### src/rtl/sram_rw_port_ctrl.sv
// Single-port SRAM front end: write/read arbitration, read credit, 2-entry response FIFO.
// Optional post-reset array clear sweep is compiled in with `define SRAM_CTRL_INIT_EN.
module sram_rw_port_ctrl #(
  parameter int DEPTH  = 256,
  parameter int ADDR_W = 8,
  parameter int DATA_W = 20,
  parameter int MASK_W = 10
) (
  input  logic              clock,
  input  logic              reset_n,
  input  logic              w_valid,
  output logic              w_ready,
  input  logic [ADDR_W-1:0] w_addr,
  input  logic [DATA_W-1:0] w_data,
  input  logic [MASK_W-1:0] w_mask,
  input  logic              r_req_valid,
  output logic              r_req_ready,
  input  logic [ADDR_W-1:0] r_addr,
  output logic              r_resp_valid,
  input  logic              r_resp_ready,
  output logic [DATA_W-1:0] r_resp_data,
  output logic              init_done,
  output logic              sram_en,
  output logic              sram_wmode,
  output logic [ADDR_W-1:0] sram_addr,
  output logic [DATA_W-1:0] sram_wdata,
  output logic [MASK_W-1:0] sram_wmask,
  input  logic [DATA_W-1:0] sram_rdata
);

  logic              run_s;
  logic              sweep_s;
  logic [ADDR_W-1:0] sweep_addr_s;

`ifdef SRAM_CTRL_INIT_EN
  typedef enum logic {
    ST_INIT = 1'b0,
    ST_RUN  = 1'b1
  } state_t;

  localparam logic [ADDR_W-1:0] LAST_ADDR = ADDR_W'(DEPTH - 1);

  state_t            state_r;
  state_t            state_nxt_s;
  logic [ADDR_W-1:0] cnt_r;
  logic [ADDR_W-1:0] cnt_nxt_s;

  // State and sweep address registers
  always_ff @(posedge clock or negedge reset_n) begin
    if (!reset_n) begin
      state_r <= ST_INIT;
      cnt_r   <= '0;
    end else begin
      state_r <= state_nxt_s;
      cnt_r   <= cnt_nxt_s;
    end
  end

  // Sweep sequencing: one clear write per cycle, leave INIT after the last address
  always_comb begin
    state_nxt_s = state_r;
    cnt_nxt_s   = cnt_r;
    case (state_r)
      ST_INIT: begin
        cnt_nxt_s = cnt_r + ADDR_W'(1);
        if (cnt_r == LAST_ADDR) begin
          state_nxt_s = ST_RUN;
        end else begin
          state_nxt_s = ST_INIT;
        end
      end
      ST_RUN: begin
        cnt_nxt_s   = cnt_r;
        state_nxt_s = ST_RUN;
      end
      default: begin
        cnt_nxt_s   = '0;
        state_nxt_s = ST_INIT;
      end
    endcase
  end

  // The macro must stay quiet while reset is held even though INIT is the reset state
  assign run_s        = (state_r == ST_RUN);
  assign sweep_s      = (state_r == ST_INIT) && reset_n;
  assign sweep_addr_s = cnt_r;
  assign init_done    = run_s;
`else
  assign run_s        = reset_n;
  assign sweep_s      = 1'b0;
  assign sweep_addr_s = '0;
  assign init_done    = 1'b1;
`endif

  logic              s1_valid_r;
  logic [1:0]        fifo_cnt_r;
  logic              rd_ptr_r;
  logic              wr_ptr_r;
  logic [DATA_W-1:0] fifo_mem_r [2];
  logic [1:0]        starve_r;
  logic [1:0]        starve_nxt_s;
  logic [2:0]        outstanding_s;
  logic              pop_s;
  logic              push_s;
  logic              credit_s;
  logic              read_forced_s;
  logic              w_fire_s;
  logic              r_fire_s;

  // A pop this cycle frees a slot for a read issued in the same cycle
  assign pop_s         = r_resp_valid && r_resp_ready;
  assign push_s        = s1_valid_r;
  assign outstanding_s = {2'b00, s1_valid_r} + {1'b0, fifo_cnt_r};
  assign credit_s      = (outstanding_s - {2'b00, pop_s}) < 3'd2;
  assign read_forced_s = run_s && (starve_r == 2'd3) && r_req_valid;

  assign w_ready     = run_s && !read_forced_s;
  assign r_req_ready = run_s && credit_s && (!w_valid || read_forced_s);
  assign w_fire_s    = w_valid && w_ready;
  assign r_fire_s    = r_req_valid && r_req_ready;

  assign r_resp_valid = (fifo_cnt_r != 2'd0);
  assign r_resp_data  = fifo_mem_r[rd_ptr_r];

  // Starvation counter: counts reads that had credit but lost to a write
  always_comb begin
    starve_nxt_s = starve_r;
    if (!r_req_valid || r_fire_s) begin
      starve_nxt_s = 2'd0;
    end else if (w_fire_s && credit_s && (starve_r != 2'd3)) begin
      starve_nxt_s = starve_r + 2'd1;
    end else begin
      starve_nxt_s = starve_r;
    end
  end

  // SRAM command mux: sweep, then winning write, then winning read
  always_comb begin
    sram_en    = 1'b0;
    sram_wmode = 1'b0;
    sram_addr  = '0;
    sram_wdata = '0;
    sram_wmask = '0;
    if (sweep_s) begin
      sram_en    = 1'b1;
      sram_wmode = 1'b1;
      sram_addr  = sweep_addr_s;
      sram_wdata = '0;
      sram_wmask = '1;
    end else if (w_fire_s) begin
      sram_en    = 1'b1;
      sram_wmode = 1'b1;
      sram_addr  = w_addr;
      sram_wdata = w_data;
      sram_wmask = w_mask;
    end else if (r_fire_s) begin
      sram_en    = 1'b1;
      sram_wmode = 1'b0;
      sram_addr  = r_addr;
    end else begin
      sram_en    = 1'b0;
      sram_wmode = 1'b0;
    end
  end

  // Read pipeline stage, starvation counter and response FIFO
  always_ff @(posedge clock or negedge reset_n) begin
    if (!reset_n) begin
      s1_valid_r    <= 1'b0;
      starve_r      <= 2'd0;
      fifo_cnt_r    <= 2'd0;
      rd_ptr_r      <= 1'b0;
      wr_ptr_r      <= 1'b0;
      fifo_mem_r[0] <= '0;
      fifo_mem_r[1] <= '0;
    end else begin
      s1_valid_r <= r_fire_s;
      starve_r   <= starve_nxt_s;
      fifo_cnt_r <= fifo_cnt_r + {1'b0, push_s} - {1'b0, pop_s};
      if (push_s) begin
        fifo_mem_r[wr_ptr_r] <= sram_rdata;
        wr_ptr_r             <= ~wr_ptr_r;
      end
      if (pop_s) begin
        rd_ptr_r <= ~rd_ptr_r;
      end
    end
  end

endmodule

### config.mk
export PLATFORM = sky130hd
export DESIGN_NAME = sram_rw_port_ctrl
export DESIGN_NICKNAME = d
export VERILOG_FILES = /design/src/rtl/sram_rw_port_ctrl.sv
export SDC_FILE = /design/constraint.sdc
export NUM_CORES = 1
export LEC_CHECK = 0
export BUFFER_PORTS_ARGS = -buffer_cell sky130_fd_sc_hd__buf_2
export CAP_MARGIN = 5
export CORE_ASPECT_RATIO = 0.9
export CORE_MARGIN = 5
export CORE_UTILIZATION = 44
export DETAILED_ROUTE_END_ITERATION = 10
export PLACE_DENSITY = 0.8
export SYNTH_ARGS = -nofsm -noshare
export SYNTH_HDL_FRONTEND = slang
export SYNTH_SLANG_ARGS = --single-unit
### constraint.sdc
create_clock -name clock -period 3.3 [get_ports clock]
set_clock_uncertainty 0.1 [all_clocks]
set_input_delay 0.33 -clock clock [delete_from_list [all_inputs] [get_ports clock]]
set_output_delay 0.33 -clock clock [all_outputs]
set_load 0.02 [all_outputs]
==> key figures <==
Setup path
  – CP Class: flip-flop to primary output
  – R2R cell count: 10
  – Worst setup EP type: primary output
  – Critical path required time: 2.87 ns
  – CP Max Fanout: 5
  – Worst setup SP type: flip-flop
  – WP data arrival: 2.75 ns

Floorplan
  – Die extent in y: 80.50 um
  – DIE AREA: 7111 sq um
  – # rows: 25
  – Initial Util: 0.4569
  – Die Wd: 88.33 um
  – Io pins: 135
  – Core area: 5318 sq um

Place
  – GP Congestion: 0.7358
  – Port Buffers: 133
  – HPWL after DPL: 4702 um
  – Placed cell areas: 3115 sq um

Clock network
  – CTS tree: yes
  – CTS buffer count: 5
  – Insertion delay of the later-clocked pin in the worst-skew pair: 0.28 ns
  – Root Driver: clkbuf_8
  – Clock slew at reported path FFs: 0.09 ns
  – Max clock buf depth: 2
  – Sinks on Clock Net: 47
  – H-tree depth: 2

Synthesis
  – Mux contribution to synthesized area: 0.2863
  – Most numerous cell in the Yosys netlist: mux2_2
  – Synthesized net count: 266
  – Number of synthesized flops with an enable pin: 0
  – Main flop type after synthesis: dfrtp_1
  – Ys async rst share: 1.000
  – Main combinational cell family by area after synthesis: multiplexers
  – Post-Syn Area: 2430 sq um
  – Post-synth top cells: mux2_2, dfrtp_1, and3_1, a22o_1, mux2_1
  – Avg Inst Size Synth: 12.72 sq um
  – Register bit total from synthesis: 47
  – Post-synthesis sequential area ratio: 0.4840
  – Syn Inst Count: 191
  – Post-synth top area cell: dfrtp_1
  – Synth warn: 0
  – Simple-gate share of the synthesized area: 0.1153
  – Netlist cell types: 29
  – Synth top area share: 0.4840
  – Post-synthesis xor/xnor area fraction: 0.01081
  – Post-synthesis adder-cell area fraction: 0.02369
  – Post-synthesis compound-gate area fraction: 0.03553
  – Area contributors post-synth: dfrtp_1, mux2_2, and3_1

Layout
  – Fin nets: 401
  – Synth-to-Final Area Change: 37.85%
  – Ratio of cells with drive above 1 in the final layout: 0.6636
  – Final instance area: 3349 sq um
  – Antenna diodes: 0
  – Finished Core Util: 0.6299

Drt
  – Routed len/inst: 15.91 um
  – Initial DRC Count: 49
  – Drt via density: 4.942
  – Vias: 1947
  – Final WL: 6267 um
  – Routed Antenna Nets: 0
  – DRC: 0
  – Drt first pass iters: 4

Global route
  – Global-route wire length before repair: 9625 um
  – Number of global-route vias before repair: 1976
  – Antenna violations before repair: 0
  – GRT Util Overall: 0.1725
  – Pin count of the biggest net entering global routing: 46
  – Aggregate global routing overflow: 0

Min path
  – Hold-critical path depth: 2
  – Worst hold path class: input pin to flip-flop

Pwr
  – Leak: 0.001829 uW
  – Pwr dens: 838.0 nW/um^2
  – VDD IR max: 467.9 uV

Timing
  – Max Freq: 314.3 MHz
  – Slew Limit Fails: 0
  – Final setup fails: 0
  – Final Critical Period: 3.182 ns
  – RSZ-0062 raised after global routing: yes
  – Slew headroom: 0.3919
  – Hold Vio Cnt, Final: 0
  – Worst slew pin tran: 0.9122 ns
  – Fin crit share: 0.9642
  – Setup tns final: 0 ns

Status
  – Status: completed

Run
  – # Max-Cap Violations: 0
layout make-up:
class | instances | area, sq um
fillers | 437 | 1968
multi-input cells | 126 | 1206
flip-flops and latches | 47 | 1176
repair buffers | 142 | 764.5
clock buffers | 7 | 96.34
well taps | 67 | 83.83
inverters | 4 | 15.01
clock inverters | 1 | 7.507
worst max-delay path: stages (launching register included):
cell and delay (ns):
dfrtp_1 0.38, or2_4 0.25, and2_4 0.15, ha_4 0.21, inv_2 0.06, ha_4 0.12
inv_2 0.03, fa_1 0.53, nand2_1 0.07, and4bb_4 0.34, a22o_1 0.16, buf_4 0.14
stage by stage:
stage               total power [uW]  std cells  hold WS, ns  worst slack (ns)
finish                          2807        394       0.1737            0.1182
global placement                2283        379      0.05197            0.1411
global route                    3007        394       0.1673          -0.04372
detailed placement              2331        379      0.05390          0.006419
floorplan                       1940        191     -0.06559            0.2480
CTS                             2800        391       0.1651          0.009301
sequential cells by signal, indices dropped and copies added, names as in the netlist:
| name | count |
|---|---|
| fifo_cnt_r | 2 |
| fifo_mem_r | 40 |
| push_s | 1 |
| rd_ptr_r | 1 |
| starve_r | 2 |
| wr_ptr_r | 1 |
report_power, final:
part	switching (uW)	total (uW)	internal, uW
clock network	180	371	191
registers	180	1040	857
logic	673	1400	726
repair_timing:
| action | CTS | global route |
|---|---|---|
| resized for setup | 15 | 5 |
| endpoints found under the setup margin | 9 | 10 |
| buffers inserted | 2 | 3 |
| hold buffers | 1 | 0 |
| hold endpoints to repair | 2 | 0 |
| pin swaps | 5 | 10 |
| cloned | 1 | 0 |
worst paths after layout:
path | start | end | slack, ns
max in group asynchronous | reset_n | starve_r[1] | 2.01
worst min-delay path | sram_rdata[5] | fifo_mem_r[25] | 0.17
worst max register to register | fifo_cnt_r[0] | starve_r[0] | 0.86
worst max-delay path | fifo_cnt_r[0] | sram_addr[1] | 0.12
min in group asynchronous | reset_n | fifo_cnt_r[0] | 0.34
worst min register to register | fifo_mem_r[28] | fifo_mem_r[28] | 0.39
layout by cell type (no fill, tap or decap), types with 5 or more instances in the layout:
cell type,count
mux2_1,6
a22o_1,8
mux2_2,54
dfrtp_1,47
and3_1,29
buf_4,12
nand2_1,5
clkbuf_8,7
buf_2,126
cell families (layout without fill, tap and decap cells):
logic type | count (synthesis) | in the layout
XOR/XNOR | 3 | 3
flip-flops | 47 | 47
other | 1 | 1
AND/OR/NAND/NOR | 45 | 46
AO/OA/AOI/OAI | 10 | 10
adder cells (fa/ha/maj) | 4 | 4
multiplexers | 62 | 62
buffers and inverters | 19 | 154
layer usage:
metal  global-route usage  vias up  share of wire
met4              0.03323        0         0.0032
li1                     -      952              -
met3              0.04103        2          0.054
met2               0.2728       55           0.52
met5                    0        -              0
met1               0.2416      938           0.42
Note: power is estimated with default switching activity, not from simulation.
